<file path="src/rtl/hit_pkg.sv">
`default_nettype none
// ============================================================================
//  Module      : hit_pkg
//  Description : Shared definitions for the hit arbitration block: FSM state
//                encoding, default parameter values and a width helper.
//  Revision    : 1.0 - initial release
// ----------------------------------------------------------------------------
//  Contents
//    DEF_NUM_SRC / DEF_IFRAMES / DEF_BLINK_DIV : default parameter values
//    state_e                                   : arbiter FSM state encoding
//    width_of(n)                               : clog2(n), never below 1 bit
// ============================================================================
package hit_pkg;

  localparam int DEF_NUM_SRC   = 4;   // number of hit sources
  localparam int DEF_IFRAMES   = 60;  // invulnerability length in frames
  localparam int DEF_BLINK_DIV = 8;   // frames per blink half-period

  typedef enum logic [1:0] {
    ST_IDLE     = 2'd0,
    ST_ARMED    = 2'd1,
    ST_STRIKE   = 2'd2,
    ST_COOLDOWN = 2'd3
  } state_e;

  // A zero-width vector is illegal, so degenerate sizes still get one bit.
  function automatic int width_of(input int n);
    return (n <= 1) ? 1 : $clog2(n);
  endfunction

endpackage : hit_pkg
`default_nettype wire

</file>
<file path="src/rtl/rr_arbiter.sv">
`default_nettype none
// ============================================================================
//  Module      : rr_arbiter
//  Description : Combinational round-robin picker. Returns the first set
//                request found when searching upward from ptr_i, wrapping
//                from NUM_SRC-1 back to 0.
//  Revision    : 1.0 - initial release
// ----------------------------------------------------------------------------
//  Ports
//    req_i   in   NUM_SRC  request vector
//    ptr_i   in   IDW      index where the search starts
//    grant_o out  IDW      granted index (0 when nothing is requested)
//    valid_o out  1        at least one request was present
// ============================================================================
module rr_arbiter
  import hit_pkg::*;
#(
  parameter int NUM_SRC = DEF_NUM_SRC
) (
  input  logic [NUM_SRC-1:0]            req_i,
  input  logic [width_of(NUM_SRC)-1:0]  ptr_i,
  output logic [width_of(NUM_SRC)-1:0]  grant_o,
  output logic                          valid_o
);

  localparam int IDW = width_of(NUM_SRC);

  logic [IDW-1:0] idx;
  int             sum;

  // Scan offsets from farthest to nearest; the last hit written wins, which
  // leaves the request closest to the pointer (in wrap order) as the grant.
  always_comb begin
    grant_o = '0;
    valid_o = 1'b0;
    idx     = '0;
    sum     = 0;
    for (int k = NUM_SRC - 1; k >= 0; k--) begin
      sum = int'(ptr_i) + k;
      if (sum >= NUM_SRC) begin
        sum = sum - NUM_SRC;
      end
      idx = IDW'(sum);
      if (req_i[idx]) begin
        grant_o = idx;
        valid_o = 1'b1;
      end
    end
  end

endmodule : rr_arbiter
`default_nettype wire

</file>
<file path="src/rtl/hit_arbiter.sv">
`default_nettype none
// ============================================================================
//  Module      : hit_arbiter
//  Description : Arbitrates collision flags from several hit sources into
//                single damage pulses for the HP block, then holds the player
//                invulnerable for IFRAMES frame ticks while a blink enable
//                drives the sprite. Hits arriving during the window are lost.
//  Revision    : 1.0 - initial release
// ----------------------------------------------------------------------------
//  Ports
//    clk         in   1        system clock
//    rst         in   1        synchronous active-high reset
//    game_on     in   1        game-active level (0 forces IDLE)
//    game_over   in   1        one-cycle end-of-game pulse (forces IDLE)
//    vblnk_in    in   1        vertical blank; each rising edge = one frame
//    hit_src     in   NUM_SRC  level collision flags, one per source
//    player_hit  out  1        one-cycle damage pulse
//    hit_id      out  IDW      index of the last granted source
//    invuln      out  1        high in STRIKE and COOLDOWN
//    blink       out  1        sprite blink enable during COOLDOWN
//    hit_count   out  3        hits granted this game, saturating at 7
// ============================================================================
module hit_arbiter
  import hit_pkg::*;
#(
  parameter int NUM_SRC   = DEF_NUM_SRC,
  parameter int IFRAMES   = DEF_IFRAMES,
  parameter int BLINK_DIV = DEF_BLINK_DIV
) (
  input  logic                          clk,
  input  logic                          rst,
  input  logic                          game_on,
  input  logic                          game_over,
  input  logic                          vblnk_in,
  input  logic [NUM_SRC-1:0]            hit_src,
  output logic                          player_hit,
  output logic [width_of(NUM_SRC)-1:0]  hit_id,
  output logic                          invuln,
  output logic                          blink,
  output logic [2:0]                    hit_count
);

  localparam int IDW = width_of(NUM_SRC);
  localparam int FCW = width_of(IFRAMES + 1);
  localparam int BDW = width_of(BLINK_DIV);

  localparam logic [FCW-1:0] FRAME_LOAD = FCW'(IFRAMES);
  localparam logic [BDW-1:0] BLINK_LAST = BDW'(BLINK_DIV - 1);
  localparam logic [IDW-1:0] LAST_SRC   = IDW'(NUM_SRC - 1);

  // --------------------------------------------------------------------------
  // State
  // --------------------------------------------------------------------------
  state_e             state_q,       state_d;
  logic [NUM_SRC-1:0] pending_q,     pending_d;
  logic [IDW-1:0]     last_grant_q,  last_grant_d;
  logic [FCW-1:0]     frame_cnt_q,   frame_cnt_d;
  logic [BDW-1:0]     blink_div_q,   blink_div_d;
  logic               blink_phase_q, blink_phase_d;
  logic               player_hit_q,  player_hit_d;
  logic               invuln_q,      invuln_d;
  logic               blink_q,       blink_d;
  logic [2:0]         hit_count_q,   hit_count_d;

  // Previous-sample registers for edge detection.
  logic               vblnk_prev_q;
  logic [NUM_SRC-1:0] hit_prev_q;

  // --------------------------------------------------------------------------
  // Edge detection and round-robin pick
  // --------------------------------------------------------------------------
  logic               frame_tick;
  logic [NUM_SRC-1:0] src_rise;
  logic               abort;
  logic [IDW-1:0]     rr_ptr;
  logic [IDW-1:0]     rr_grant;
  logic               rr_valid;
  logic [NUM_SRC-1:0] grant_mask;

  assign frame_tick = vblnk_in & ~vblnk_prev_q;
  assign src_rise   = hit_src & ~hit_prev_q;
  assign abort      = ~game_on | game_over;

  // Search starts one past the previous winner so a source that keeps
  // colliding cannot starve the others.
  assign rr_ptr     = (last_grant_q == LAST_SRC) ? '0 : last_grant_q + IDW'(1);
  assign grant_mask = NUM_SRC'(1) << rr_grant;

  rr_arbiter #(
    .NUM_SRC (NUM_SRC)
  ) u_rr_arbiter (
    .req_i   (pending_q),
    .ptr_i   (rr_ptr),
    .grant_o (rr_grant),
    .valid_o (rr_valid)
  );

  // --------------------------------------------------------------------------
  // Next-state and registered-output logic
  // --------------------------------------------------------------------------
  always_comb begin
    state_d       = state_q;
    pending_d     = pending_q;
    last_grant_d  = last_grant_q;
    frame_cnt_d   = frame_cnt_q;
    blink_div_d   = blink_div_q;
    blink_phase_d = blink_phase_q;
    player_hit_d  = 1'b0;
    hit_count_d   = hit_count_q;

    if (abort) begin
      // Highest priority: drop everything, including a strike in flight.
      state_d   = ST_IDLE;
      pending_d = '0;
    end else begin
      case (state_q)
        ST_IDLE: begin
          pending_d     = '0;
          hit_count_d   = '0;
          blink_phase_d = 1'b0;
          blink_div_d   = '0;
          state_d       = ST_ARMED;
        end

        ST_ARMED: begin
          // New edges are queued even on a grant cycle; an edge on the
          // source being granted merges into that grant.
          if (rr_valid) begin
            pending_d    = (pending_q | src_rise) & ~grant_mask;
            last_grant_d = rr_grant;
            state_d      = ST_STRIKE;
          end else begin
            pending_d    = pending_q | src_rise;
          end
        end

        ST_STRIKE: begin
          player_hit_d  = 1'b1;
          hit_count_d   = (hit_count_q == 3'd7) ? 3'd7 : hit_count_q + 3'd1;
          frame_cnt_d   = FRAME_LOAD;
          pending_d     = '0;
          blink_phase_d = 1'b1;
          blink_div_d   = '0;
          state_d       = ST_COOLDOWN;
        end

        ST_COOLDOWN: begin
          pending_d = '0;
          if (frame_cnt_q == '0) begin
            state_d = ST_ARMED;
          end else if (frame_tick) begin
            frame_cnt_d = frame_cnt_q - FCW'(1);
            if (blink_div_q == BLINK_LAST) begin
              blink_div_d   = '0;
              blink_phase_d = ~blink_phase_q;
            end else begin
              blink_div_d   = blink_div_q + BDW'(1);
            end
          end
        end

        default: begin
          state_d   = ST_IDLE;
          pending_d = '0;
        end
      endcase
    end

    // Outputs are registered from the next state so they line up with the
    // state register rather than lagging it by a cycle.
    invuln_d = (state_d == ST_STRIKE) || (state_d == ST_COOLDOWN);
    blink_d  = (state_d == ST_COOLDOWN) && blink_phase_d;
  end

  always_ff @(posedge clk) begin
    if (rst) begin
      state_q       <= ST_IDLE;
      pending_q     <= '0;
      last_grant_q  <= '0;
      frame_cnt_q   <= '0;
      blink_div_q   <= '0;
      blink_phase_q <= 1'b0;
      player_hit_q  <= 1'b0;
      invuln_q      <= 1'b0;
      blink_q       <= 1'b0;
      hit_count_q   <= '0;
      vblnk_prev_q  <= 1'b0;
      hit_prev_q    <= '0;
    end else begin
      state_q       <= state_d;
      pending_q     <= pending_d;
      last_grant_q  <= last_grant_d;
      frame_cnt_q   <= frame_cnt_d;
      blink_div_q   <= blink_div_d;
      blink_phase_q <= blink_phase_d;
      player_hit_q  <= player_hit_d;
      invuln_q      <= invuln_d;
      blink_q       <= blink_d;
      hit_count_q   <= hit_count_d;
      vblnk_prev_q  <= vblnk_in;
      hit_prev_q    <= hit_src;
    end
  end

  assign player_hit = player_hit_q;
  assign hit_id     = last_grant_q;
  assign invuln     = invuln_q;
  assign blink      = blink_q;
  assign hit_count  = hit_count_q;

endmodule : hit_arbiter
`default_nettype wire

</file>
<file path="config.mk">
export PLATFORM = sky130hd
export DESIGN_NAME = hit_arbiter
export DESIGN_NICKNAME = d
export VERILOG_FILES = /design/src/rtl/hit_pkg.sv /design/src/rtl/rr_arbiter.sv /design/src/rtl/hit_arbiter.sv
export SDC_FILE = /design/constraint.sdc
export NUM_CORES = 1
export LEC_CHECK = 0
export CORE_MARGIN = 1
export CORE_UTILIZATION = 40
export CTS_BUF_LIST = sky130_fd_sc_hd__clkbuf_16
export DETAILED_ROUTE_END_ITERATION = 10
export GPL_TIMING_DRIVEN = 0
export HOLD_SLACK_MARGIN = 0.06
export PLACE_DENSITY_LB_ADDON = 0.08
export SKIP_CTS_REPAIR_TIMING = 1
export SLEW_MARGIN = 30
export SYNTH_ARGS = -nofsm -noshare
export SYNTH_HDL_FRONTEND = slang
export SYNTH_SLANG_ARGS = --single-unit
</file>
<file path="constraint.sdc">
create_clock -name clk -period 3.4 [get_ports clk]
set_input_delay 0.68 -clock clk [delete_from_list [all_inputs] [get_ports clk]]
set_output_delay 0.68 -clock clk [all_outputs]
set_load 0.02 [all_outputs]
</file>
==> metrics.txt <==
first-pass GRT wire length=~5700 µm; kind of critical path=in -> reg; GRT Residual Overflow=0; Syn Inst Count=166; R2R Path Start=hit_id[0]; Final Hold Vio Count=0; Static Leakage=between 0.6 and 0.7 nW; vias in the first global route=1286; vias per cell=roughly 5.6; crit path buf inv count=2; setup TNS=0 ns; R2R Path End=pending_q[1]; detailed-route wire length per cell=13.9 µm; ys async rst share=0%; Slew headroom=58.1%; htree depth=2; Starting Density=approximately 43%; VDD IR-drop max=0.331 mV; DRC=0; via count=1314; core area=3420 µm²; TritonRoute pass-1 iters=4; CTS root buf=clkbuf_16; Worst Tran Pin Value=approximately 0.63 ns; share of cells above drive strength 1=10.6%; CTS sink cnt=29; syn_nets=180; Fillers=332; startpoint types=input pin; Arr. time, crit path=2.36 ns; fin crit period=between 2 and 2.5 ns; worst skew pair latency=0.27 ns; slowest cell on the critical path=or4_1; Max Cap Violations=0; synth warn=0; largest net degree at the start of global routing=11; DP Area=1660 µm²; post-synthesis cell type count=44; Fmax achieved=462 MHz; CTS tree=yes; design area=~1800 µm²; Final Max Slew Viols=0; largest delay contributor family on the critical path=simple AND/OR/NAND/NOR gates; Avg Cell Area, Syn=~9 µm²; Placer Congestion=0.753; Hold EP=hit_count[1]; Die Y-Extent=62.3 µm; Total Routing Usage GR=between 10% and 20%; Die Area=3880 µm²; Initial DRC Count=45; Num CTS Buffers=5; Main synth FF type=dfxtp_1; RSZ-0062 raised after global routing=no; multi-input logic area=803 µm²; flop-to-flop setup slack=1.29 ns; Clock Path Buffers=2; FP Rows=21; Syn-to-layout area delta=23.4%; Final HPWL DP=2330 µm; mapped cell area=about 1500 µm²; Worst Path Required=~3.6 ns; post-route ant nets=0; hold_sp=hit_count[1]; Critical Path End Type=flop; Seq/Total Area, Yosys=39.9%; status=finished, final reports clean; ANT cells=0; Yosys reg bits=29; worst-path fanout max=10; total wire length=3250 µm; Clock Pin Slew Worst Setup and Hold Paths=0.05 ns; crit path cell chain=clkdlybuf4s50_1 -> nand2b_2 -> a21o_1 -> buf_6 -> or4_1 -> a21oi_1; Reg area=581 µm²; initial antenna violation count=0; Setup Viol. Count Final=0; # IOs=17; Hold WC Path Type=reg -> reg; R2R cell count=6; final worst path period share=a little under two thirds; post-layout net count=a little over 200; Port Buffers=15; skew final=0.00742 ns; CP max stage delay=0.51 ns; worst hold path cell count=2; chip width=62.3 µm; Post-synth EDFFs=0; PD cells=435 nW/µm²
==> flip-flops by register name, indices dropped and copies added, names as in the netlist <==
signal,flops
blink,1
blink_div_q,3
frame_cnt_q,6
hit_count,3
hit_id,2
blink_phase_q,1
vblnk_prev_q,1
hit_prev_q,4
state_q,2
pending_q,4
invuln,1
player_hit,1
==> cells in the final DEF, fill, tap and decap left out, drive strengths merged, types with 3 or more instances in the layout <==
| cell | instances |
|---|---|
| nor4 | 3 |
| nor3 | 8 |
| a21oi | 19 |
| a31oi | 4 |
| nand2b | 5 |
| nor2b | 10 |
| clkbuf | 13 |
| inv | 6 |
| nand4 | 4 |
| nand2 | 8 |
| ha | 5 |
| o21ai | 6 |
| clkdlybuf4s50 | 15 |
| nor2 | 10 |
| or4 | 4 |
| dfxtp | 29 |
==> tightest hold or removal path, cell delays in order (launching register included) <==
cell     delay, ns
dfxtp_1       0.32
nand2_1       0.06
a21oi_1       0.05
==> through the flow <==
stage	instances	setup WS (ns)	hold slack [ns]	power, mW	util, %
floorplan	166	1.49	0.450	0.377	-
global placement	227	0.993	0.459	0.392	48.7
detailed placement	227	0.975	0.475	0.393	48.7
CTS	234	1.25	0.487	0.788	52.6
global route	234	1.12	0.509	0.809	52.6
finish	234	1.23	0.483	0.781	52.6
==> cells in the mapped netlist (2+ instances only) <==
| cell | count | area share, % |
|---|---|---|
| a21o_1 | 2 | 1.0 |
| a21oi_1 | 19 | 6.5 |
| a221oi_1 | 2 | 1.2 |
| a31oi_1 | 4 | 1.7 |
| buf_6 | 2 | 1.5 |
| clkbuf_1 | 8 | 2.1 |
| dfxtp_1 | 29 | 40 |
| ha_1 | 5 | 4.3 |
| inv_1 | 5 | 1.3 |
| mux2i_1 | 2 | 1.4 |
| nand2_1 | 8 | 2.1 |
| nand2b_1 | 4 | 1.7 |
| nand3_1 | 2 | 0.69 |
| nand3b_1 | 2 | 1.0 |
| nand4_1 | 4 | 1.7 |
| nand4bb_1 | 2 | 1.5 |
| nor2_1 | 10 | 2.6 |
| nor2b_1 | 10 | 4.3 |
| nor3_1 | 8 | 2.8 |
| nor4_1 | 2 | 0.86 |
| o211a_1 | 2 | 1.4 |
| o21ai_0 | 5 | 1.7 |
| o221a_2 | 2 | 1.5 |
| o31ai_1 | 2 | 1.0 |
| or2_2 | 2 | 0.86 |
| or3b_2 | 2 | 1.2 |
| or4_1 | 4 | 2.1 |
==> where the power goes <==
group	total (mW)	switching [mW]	internal, mW
registers	0.346	0.00127	0.345
logic	0.0408	0.0215	0.0193
clock network	0.394	0.134	0.260
==> layer usage <==
metal  wire, µm  share of wire (%)  track usage (%)
met1       1590                 49             23.5
met2       1500                 46             30.6
met3        138                4.2             4.41
met4         26               0.80             6.10
met5          0                  0                0
==> area by class of cell <==
type / instances / share of cell area [%]
multi-input combinational: 122 / 44.7
clock inverter: 2 / 0.418
tap: 46 / 3.21
clock buffer: 5 / 6.97
timing repair buffer: 15 / 8.36
sequential: 29 / 32.3
inverter: 5 / 1.05
buffer: 10 / 2.93
==> cells by family (layout without fill, tap and decap cells) <==
logic type      Yosys count  count (layout)  share of synthesized area [%]
mux                       3               3                           2.15
xor+xnor                  1               1                          0.602
buf+inv                  15              37                           4.90
simple gates             66              66                           27.2
fa+ha+maj                 5               5                           4.30
flops                    29              29                           39.9
compound gates           47              47                           21.0
==> worst max path at each step <==
| stage | startpoint | end | slack [ns] | cells past startpoint |
|---|---|---|---|---|
| 2_1_floorplan | hit_id[0] | pending_q[1] | 1.49 | 6 |
| 3_3_place_gp | game_over | frame_cnt_q[1] | 0.99 | 6 |
| 3_5_place_dp | game_over | frame_cnt_q[0] | 0.97 | 6 |
| 4_1_cts | game_over | frame_cnt_q[0] | 1.25 | 6 |
| 5_1_grt | hit_id[0] | pending_q[1] | 1.12 | 6 |
| 6_report | game_over | frame_cnt_q[0] | 1.23 | 6 |
Note: power is estimated with default switching activity, not from simulation.
